**src/rtl/dds_step_scheduler_pkg.sv**
```systemverilog
`default_nettype none
// ============================================================================
//  Module   : dds_step_scheduler_pkg
//  Brief    : Shared types and helpers for the DDS step scheduler: state
//             encodings, step width and the step clamp used by every path
//             that writes the pending addr_step value.
//  Revision : 1.0 - initial release
// ============================================================================
package dds_step_scheduler_pkg;

    localparam int STEP_W = 16;

    typedef enum logic [1:0] {
        ST_IDLE  = 2'b00,
        ST_SWEEP = 2'b01,
        ST_TRACK = 2'b10
    } sched_state_t;

    // Clamp a signed, two-bit-extended step candidate into [lo, hi]
    function automatic logic [STEP_W-1:0] clamp_step(
        input logic signed [STEP_W+1:0] value,
        input logic        [STEP_W-1:0] lo,
        input logic        [STEP_W-1:0] hi
    );
        logic signed [STEP_W+1:0] w_lo;
        logic signed [STEP_W+1:0] w_hi;
        w_lo = $signed({2'b00, lo});
        w_hi = $signed({2'b00, hi});
        if (value < w_lo) begin
            clamp_step = lo;
        end else if (value > w_hi) begin
            clamp_step = hi;
        end else begin
            clamp_step = value[STEP_W-1:0];
        end
    endfunction

endpackage
`default_nettype wire

```
**src/rtl/dds_step_scheduler_commit.sv**
```systemverilog
`default_nettype none
// ============================================================================
//  Module   : dds_step_commit
//  Brief    : Wrap-synchronous load register for the DDS addr_step. The
//             pending value is only transferred on a phase-accumulator wrap,
//             so the DDS never sees a step change mid-cycle.
//  Revision : 1.0 - initial release
// ============================================================================
module dds_step_commit
    import dds_step_scheduler_pkg::*;
#(
    parameter logic [STEP_W-1:0] STEP_INIT = 16'd328
) (
    input  logic              clk_60m,
    input  logic              rst_n,
    input  logic [STEP_W-1:0] pend,
    input  logic              dds_wrap,
    output logic [STEP_W-1:0] addr_step,
    output logic              addr_step_load
);

    logic [STEP_W-1:0] r_addr_step;
    logic              r_load;

    // Transfer pend on a wrap only when it differs, flagging the change cycle
    always_ff @(posedge clk_60m or negedge rst_n) begin
        if (!rst_n) begin
            r_addr_step <= STEP_INIT;
            r_load      <= 1'b0;
        end else if (dds_wrap && (pend != r_addr_step)) begin
            r_addr_step <= pend;
            r_load      <= 1'b1;
        end else begin
            r_load      <= 1'b0;
        end
    end

    assign addr_step      = r_addr_step;
    assign addr_step_load = r_load;

endmodule
`default_nettype wire

```
**src/rtl/dds_step_scheduler.sv**
```systemverilog
`default_nettype none
// ============================================================================
//  Module   : dds_step_scheduler
//  Brief    : Owns the DDS addr_step register. Runs a coarse frequency sweep
//             for acquisition, hands over to fine tracking driven by the
//             phase-lock pulses, detects loss of lock, and arbitrates host,
//             sweep and tracking writes into one pending step that is
//             committed on the next DDS phase wrap.
//  Revision : 1.0 - initial release
// ============================================================================
module dds_step_scheduler
    import dds_step_scheduler_pkg::*;
#(
    parameter logic [STEP_W-1:0] STEP_MIN  = 16'd100,
    parameter logic [STEP_W-1:0] STEP_MAX  = 16'd2000,
    parameter logic [STEP_W-1:0] STEP_INIT = 16'd328,
    parameter int unsigned       DWELL_CYC = 600000,
    parameter int unsigned       ACQ_HITS  = 8,
    parameter int unsigned       LOL_RUN   = 6
) (
    input  logic              clk_60m,
    input  logic              rst_n,
    input  logic              enable,
    input  logic              cfg_mode,
    input  logic              cfg_wr,
    input  logic [STEP_W-1:0] cfg_step,
    input  logic              phase_strobe,
    input  logic              phase_in_win,
    input  logic              step_up_pulse,
    input  logic              step_down_pulse,
    input  logic              dds_wrap,
    output logic [STEP_W-1:0] addr_step,
    output logic              addr_step_load,
    output logic [1:0]        state_o,
    output logic              locked,
    output logic [7:0]        sweep_wraps
);

    localparam int c_DWELL_W = $clog2(DWELL_CYC + 1);
    localparam int c_HIT_W   = $clog2(ACQ_HITS + 1);
    localparam int c_RUN_W   = $clog2(LOL_RUN + 1);

    localparam logic [c_DWELL_W-1:0] c_DWELL_LAST = c_DWELL_W'(DWELL_CYC - 1);
    localparam logic [c_HIT_W-1:0]   c_HIT_LAST   = c_HIT_W'(ACQ_HITS - 1);
    localparam logic [c_RUN_W-1:0]   c_RUN_MAX    = c_RUN_W'(LOL_RUN);

    sched_state_t         r_state;
    logic [STEP_W-1:0]    r_pend;
    logic                 r_locked;
    logic [7:0]           r_sweep_wraps;
    logic [c_DWELL_W-1:0] r_dwell;
    logic [c_HIT_W-1:0]   r_hit;
    logic [c_RUN_W-1:0]   r_run;
    logic                 r_dir_up;

    logic                 w_up;
    logic                 w_dn;
    logic [STEP_W-1:0]    w_cfg_clamped;
    logic [STEP_W-1:0]    w_sweep_next;
    logic [STEP_W-1:0]    w_track_next;
    logic [c_RUN_W-1:0]   w_run_next;
    logic signed [STEP_W+1:0] w_pend_inc;
    logic signed [STEP_W+1:0] w_pend_dec;

    // Next-value candidates for each requester of the pending step
    always_comb begin
        w_up          = step_up_pulse & ~step_down_pulse;
        w_dn          = step_down_pulse & ~step_up_pulse;
        w_pend_inc    = $signed({2'b00, r_pend}) + 18'sd1;
        w_pend_dec    = $signed({2'b00, r_pend}) - 18'sd1;
        w_cfg_clamped = clamp_step($signed({2'b00, cfg_step}), STEP_MIN, STEP_MAX);
        w_sweep_next  = (r_pend >= STEP_MAX) ? STEP_MIN
                                             : clamp_step(w_pend_inc, STEP_MIN, STEP_MAX);
        w_track_next  = w_up ? clamp_step(w_pend_inc, STEP_MIN, STEP_MAX)
                             : clamp_step(w_pend_dec, STEP_MIN, STEP_MAX);
        // A pulse continuing the previous direction extends the run, else restarts it
        if ((r_run != '0) && (r_dir_up == w_up)) begin
            w_run_next = (r_run == c_RUN_MAX) ? c_RUN_MAX : r_run + 1'b1;
        end else begin
            w_run_next = c_RUN_W'(1);
        end
    end

    // Scheduler FSM: host write wins, then enable gating, then per-state work
    always_ff @(posedge clk_60m or negedge rst_n) begin
        if (!rst_n) begin
            r_state       <= ST_IDLE;
            r_pend        <= STEP_INIT;
            r_locked      <= 1'b0;
            r_sweep_wraps <= 8'd0;
            r_dwell       <= '0;
            r_hit         <= '0;
            r_run         <= '0;
            r_dir_up      <= 1'b0;
        end else if (cfg_wr) begin
            r_pend   <= w_cfg_clamped;
            r_dwell  <= '0;
            r_hit    <= '0;
            r_run    <= '0;
            r_state  <= enable ? ST_TRACK : ST_IDLE;
            r_locked <= enable;
        end else if (!enable) begin
            r_state  <= ST_IDLE;
            r_locked <= 1'b0;
        end else begin
            case (r_state)
                ST_IDLE: begin
                    r_dwell <= '0;
                    r_hit   <= '0;
                    r_run   <= '0;
                    if (cfg_mode) begin
                        r_state  <= ST_SWEEP;
                        r_pend   <= STEP_MIN;
                        r_locked <= 1'b0;
                    end else begin
                        r_state  <= ST_TRACK;
                        r_locked <= 1'b1;
                    end
                end
                ST_SWEEP: begin
                    if (r_dwell == c_DWELL_LAST) begin
                        r_dwell <= '0;
                        r_pend  <= w_sweep_next;
                        if ((r_pend >= STEP_MAX) && (r_sweep_wraps != 8'hFF)) begin
                            r_sweep_wraps <= r_sweep_wraps + 8'd1;
                        end
                    end else begin
                        r_dwell <= r_dwell + 1'b1;
                    end
                    if (phase_strobe) begin
                        if (!phase_in_win) begin
                            r_hit <= '0;
                        end else if (r_hit == c_HIT_LAST) begin
                            r_hit    <= '0;
                            r_run    <= '0;
                            r_state  <= ST_TRACK;
                            r_locked <= 1'b1;
                        end else begin
                            r_hit <= r_hit + 1'b1;
                        end
                    end
                end
                ST_TRACK: begin
                    if (w_up || w_dn) begin
                        r_pend   <= w_track_next;
                        r_dir_up <= w_up;
                        if (w_run_next == c_RUN_MAX) begin
                            // Sustained one-sided correction: lock is lost
                            r_locked <= 1'b0;
                            if (cfg_mode) begin
                                r_state <= ST_SWEEP;
                                r_run   <= '0;
                                r_hit   <= '0;
                                r_dwell <= '0;
                            end else begin
                                r_run <= w_run_next;
                            end
                        end else begin
                            r_run    <= w_run_next;
                            r_locked <= 1'b1;
                        end
                    end
                end
                default: begin
                    r_state  <= ST_IDLE;
                    r_locked <= 1'b0;
                end
            endcase
        end
    end

    dds_step_commit #(
        .STEP_INIT (STEP_INIT)
    ) u_commit (
        .clk_60m        (clk_60m),
        .rst_n          (rst_n),
        .pend           (r_pend),
        .dds_wrap       (dds_wrap),
        .addr_step      (addr_step),
        .addr_step_load (addr_step_load)
    );

    assign state_o     = r_state;
    assign locked      = r_locked;
    assign sweep_wraps = r_sweep_wraps;

endmodule
`default_nettype wire

```
**config.mk**
```make
export PLATFORM = sky130hd
export DESIGN_NAME = dds_step_scheduler
export DESIGN_NICKNAME = d
export VERILOG_FILES = /design/src/rtl/dds_step_scheduler_pkg.sv /design/src/rtl/dds_step_scheduler_commit.sv /design/src/rtl/dds_step_scheduler.sv
export SDC_FILE = /design/constraint.sdc
export NUM_CORES = 1
export LEC_CHECK = 0
export BUFFER_PORTS_ARGS = -buffer_cell sky130_fd_sc_hd__buf_2
export CORE_UTILIZATION = 35
export DETAILED_ROUTE_END_ITERATION = 12
export GPL_ROUTABILITY_DRIVEN = 0
export PLACE_DENSITY_LB_ADDON = 0.15
export SKIP_CTS_REPAIR_TIMING = 1
export SLEW_MARGIN = 0
export SYNTH_ARGS = -nofsm -noshare
export SYNTH_HDL_FRONTEND = slang
export SYNTH_SLANG_ARGS = --single-unit
```
**constraint.sdc**
```tcl
create_clock -name clk_60m -period 3.01 [get_ports clk_60m]
set_input_delay 0.602 -clock clk_60m [delete_from_list [all_inputs] [get_ports clk_60m]]
set_output_delay 0.602 -clock clk_60m [all_outputs]
set_load 0.005 [all_outputs]
```
==> flow_summary.json <==
{
  "status": "finished clean",
  "maxCapViolCount": 0,
  "synth_top_area_share": 0.3109,
  "seqCellArea_um2": 1809,
  "worstReg2RegStart": "r_pend[0]",
  "dp.cells": 880,
  "diodes": 0,
  "drt-vias-per-instance": 5.760,
  "leakage_nw": 2.821,
  "setup_viol_count_final": 0,
  "peakVddDrop_v": 0.0003006,
  "power_frac_seq": 0.345,
  "grt_overflow": 0,
  "pwr_density_cell_nw_per_um2": 545.1,
  "ys.flop_type": "dfrtp_1",
  "routedWlPerCell_um": 17.49,
  "drv_slew": 0,
  "swShare": 0.3568,
  "hold_class": "primary input to async pin",
  "avgSynthCellArea_um2": 8.224,
  "synthTopCellsByCount": "nand2_1 (84), dfrtp_1 (66), nor2_1 (47)",
  "insertion_delay_ns": 0.35,
  "ios": 54,
  "die-area_um2": 15680,
  "cts_buffer_depth": 2,
  "grt_use_total": 0.2122,
  "synth_cell_types": 83,
  "synth_nets": 685,
  "fillers": 1486,
  "rsz0062_at_grt": "false",
  "area_growth_pct": 17.33,
  "cts_tree": "done",
  "synth_seq_cells": 72,
  "instances_no_fill": 896,
  "fin_crit_ns": 2.824,
  "p_int_mw": 2.186,
  "worstMarginPinSlew_ns": 0.9891,
  "drc": 0,
  "fin_nets": 746,
  "arrival_ns": 3.06,
  "clkPwrFrac": 0.349,
  "cts_buffers": 9,
  "die_w_um": 125.2,
  "post_route_cells_drive_above_1_share": 0.1924,
  "cts_root_buf": "clkbuf_16",
  "synth_top_area_cell": "dfrtp_1",
  "cts_sinks": 72,
  "dpl.hpwl_um": 11580,
  "fmax_mhz": 354.1,
  "worstPathMaxFanout": 8,
  "start_kind": "register",
  "grt_pass1_wl_um": 26510,
  "path_clk_slew_ns": 0.07,
  "core_area_um2": 14700,
  "antenna_found_initial": 0,
  "port_buffers": 53,
  "finalHoldViolations": 0,
  "pwr-share-comb": 0.306,
  "synth.yosys.warnings": 0,
  "fp-row-count": 44,
  "endpoint_kind": "register",
  "multi_input_area_um2": 3246,
  "htreeDepth": 3,
  "drt_pass1_iterations": 7,
  "max_slew_margin": 0.3406,
  "power.net_switching_mw": 1.212,
  "critical_path_class": "register to register",
  "critPathLaunch": "r_pend[0]",
  "antenna_left": 0,
  "post-synth-top-count-cell": "nand2_1",
  "synth-edff-count": 0,
  "ff2ff_path_depth": 9,
  "finalCritPeriodShare": 0.9383,
  "wirelength_um": 15670,
  "die_y_um": 125.2,
  "syn_area_um2": 5313,
  "asyncSetResetFlopFracSynth": 1.000,
  "regToRegEndpoint": "r_pend[10]",
  "syn-instance-count": 646,
  "critPathRequiredTime_ns": 3.24,
  "grt_pass1_vias": 5122,
  "synth.area.top_cells": "dfrtp_1 (31%), nand2_1 (5.9%), xor2_1 (4.1%)",
  "tns_ns": 0,
  "dr_total_vias": 5161,
  "detail_route.iter0.violations": 338,
  "rrSetupSlack_ns": 0.19,
  "ys_seq_area_frac": 0.3406,
  "grt_max_degree": 73,
  "skew_ns": 0.01355,
  "start_util": 0.3614
}
## per-stage QoR
step           power (mW)    util  instance area (um^2)  setup WS, ns  hold slack (ns)
6_report            3.398  0.4241                  6233        0.1856           0.3655
5_1_grt             3.588  0.4241                  6233       0.01452           0.4985
3_3_place_gp        2.213  0.4015                  5902        0.2279           0.4642
3_5_place_dp        2.210  0.4015                  5902        0.2247           0.4690
2_1_floorplan       1.826       -                  5313        0.1474           0.3064
4_1_cts             3.416  0.4233                  6222        0.2005           0.4535
## sequential cells by signal, summed over array words and instances (netlist names), 2 cells and up
name                cells
r_run                   3
state_o                 2
u_commit.addr_step     16
sweep_wraps             8
r_pend                 16
r_hit                   4
r_dwell                20
## cell type report
class,instances,area share
Tap cell,184,0.03693
Clock buffer,9,0.03613
Clock inverter,7,0.01525
Inverter,26,0.01566
Sequential cell,72,0.2902
Timing Repair Buffer,88,0.08511
Multi-Input combinational cell,510,0.5207
## metal layers
| metal | share of wire | track usage | vias up |
|---|---|---|---|
| li1 | - | - | 2476 |
| met1 | 0.44 | 0.2710 | 2486 |
| met2 | 0.48 | 0.3529 | 166 |
| met3 | 0.059 | 0.03979 | 33 |
| met4 | 0.026 | 0.08608 | 0 |
| met5 | 0 | 0 | - |
## critical path, cell delays in order (launching register included)
cell and delay, ns:
dfrtp_1 0.41, inv_1 0.13, ha_1 0.18, or3b_1 0.51
nor4_1 0.34, o211a_1 0.21, or2_1 0.20, a41oi_1 0.15
and3_1 0.21, o32a_2 0.37
## power groups by stage
stage	sequential (mW)	clock, mW	combinational [mW]
global route	1.18	1.26	1.15
detailed placement	1.19	0	1.02
floorplan	1.12	0	0.706
CTS	1.17	1.22	1.03
global placement	1.18	0	1.03
finish	1.17	1.18	1.04
## kinds of logic (layout without fill, tap and decap cells)
group	after synthesis	after routing	synth area share
fa+ha+maj	13	13	0.03062
compound gates	154	154	0.2049
flops	72	72	0.3406
simple gates	288	288	0.2805
mux	6	6	0.01201
buf+inv	64	130	0.05063
xor+xnor	49	49	0.08078
## worst max path at each step
stage	slack, ns	to	cells after the start
finish	0.19	r_pend[10]	9
global route	0.01	r_pend[5]	9
CTS	0.20	r_pend[5]	8
detailed placement	0.22	r_pend[7]	7
global placement	0.23	r_pend[4]	7
floorplan	0.15	r_pend[10]	12
## placed cells by master, fill, tap and decap left out, types with 19 or more instances in the layout
cell type	count
nand2_1	84
dfrtp_1	66
buf_2	52
nor2_1	46
o21ai_0	38
buf_4	36
nand3_1	29
inv_1	25
xor2_1	25
xnor2_1	24
nor3_1	23
a21oi_1	19
Power figures use the tool's default switching activity.
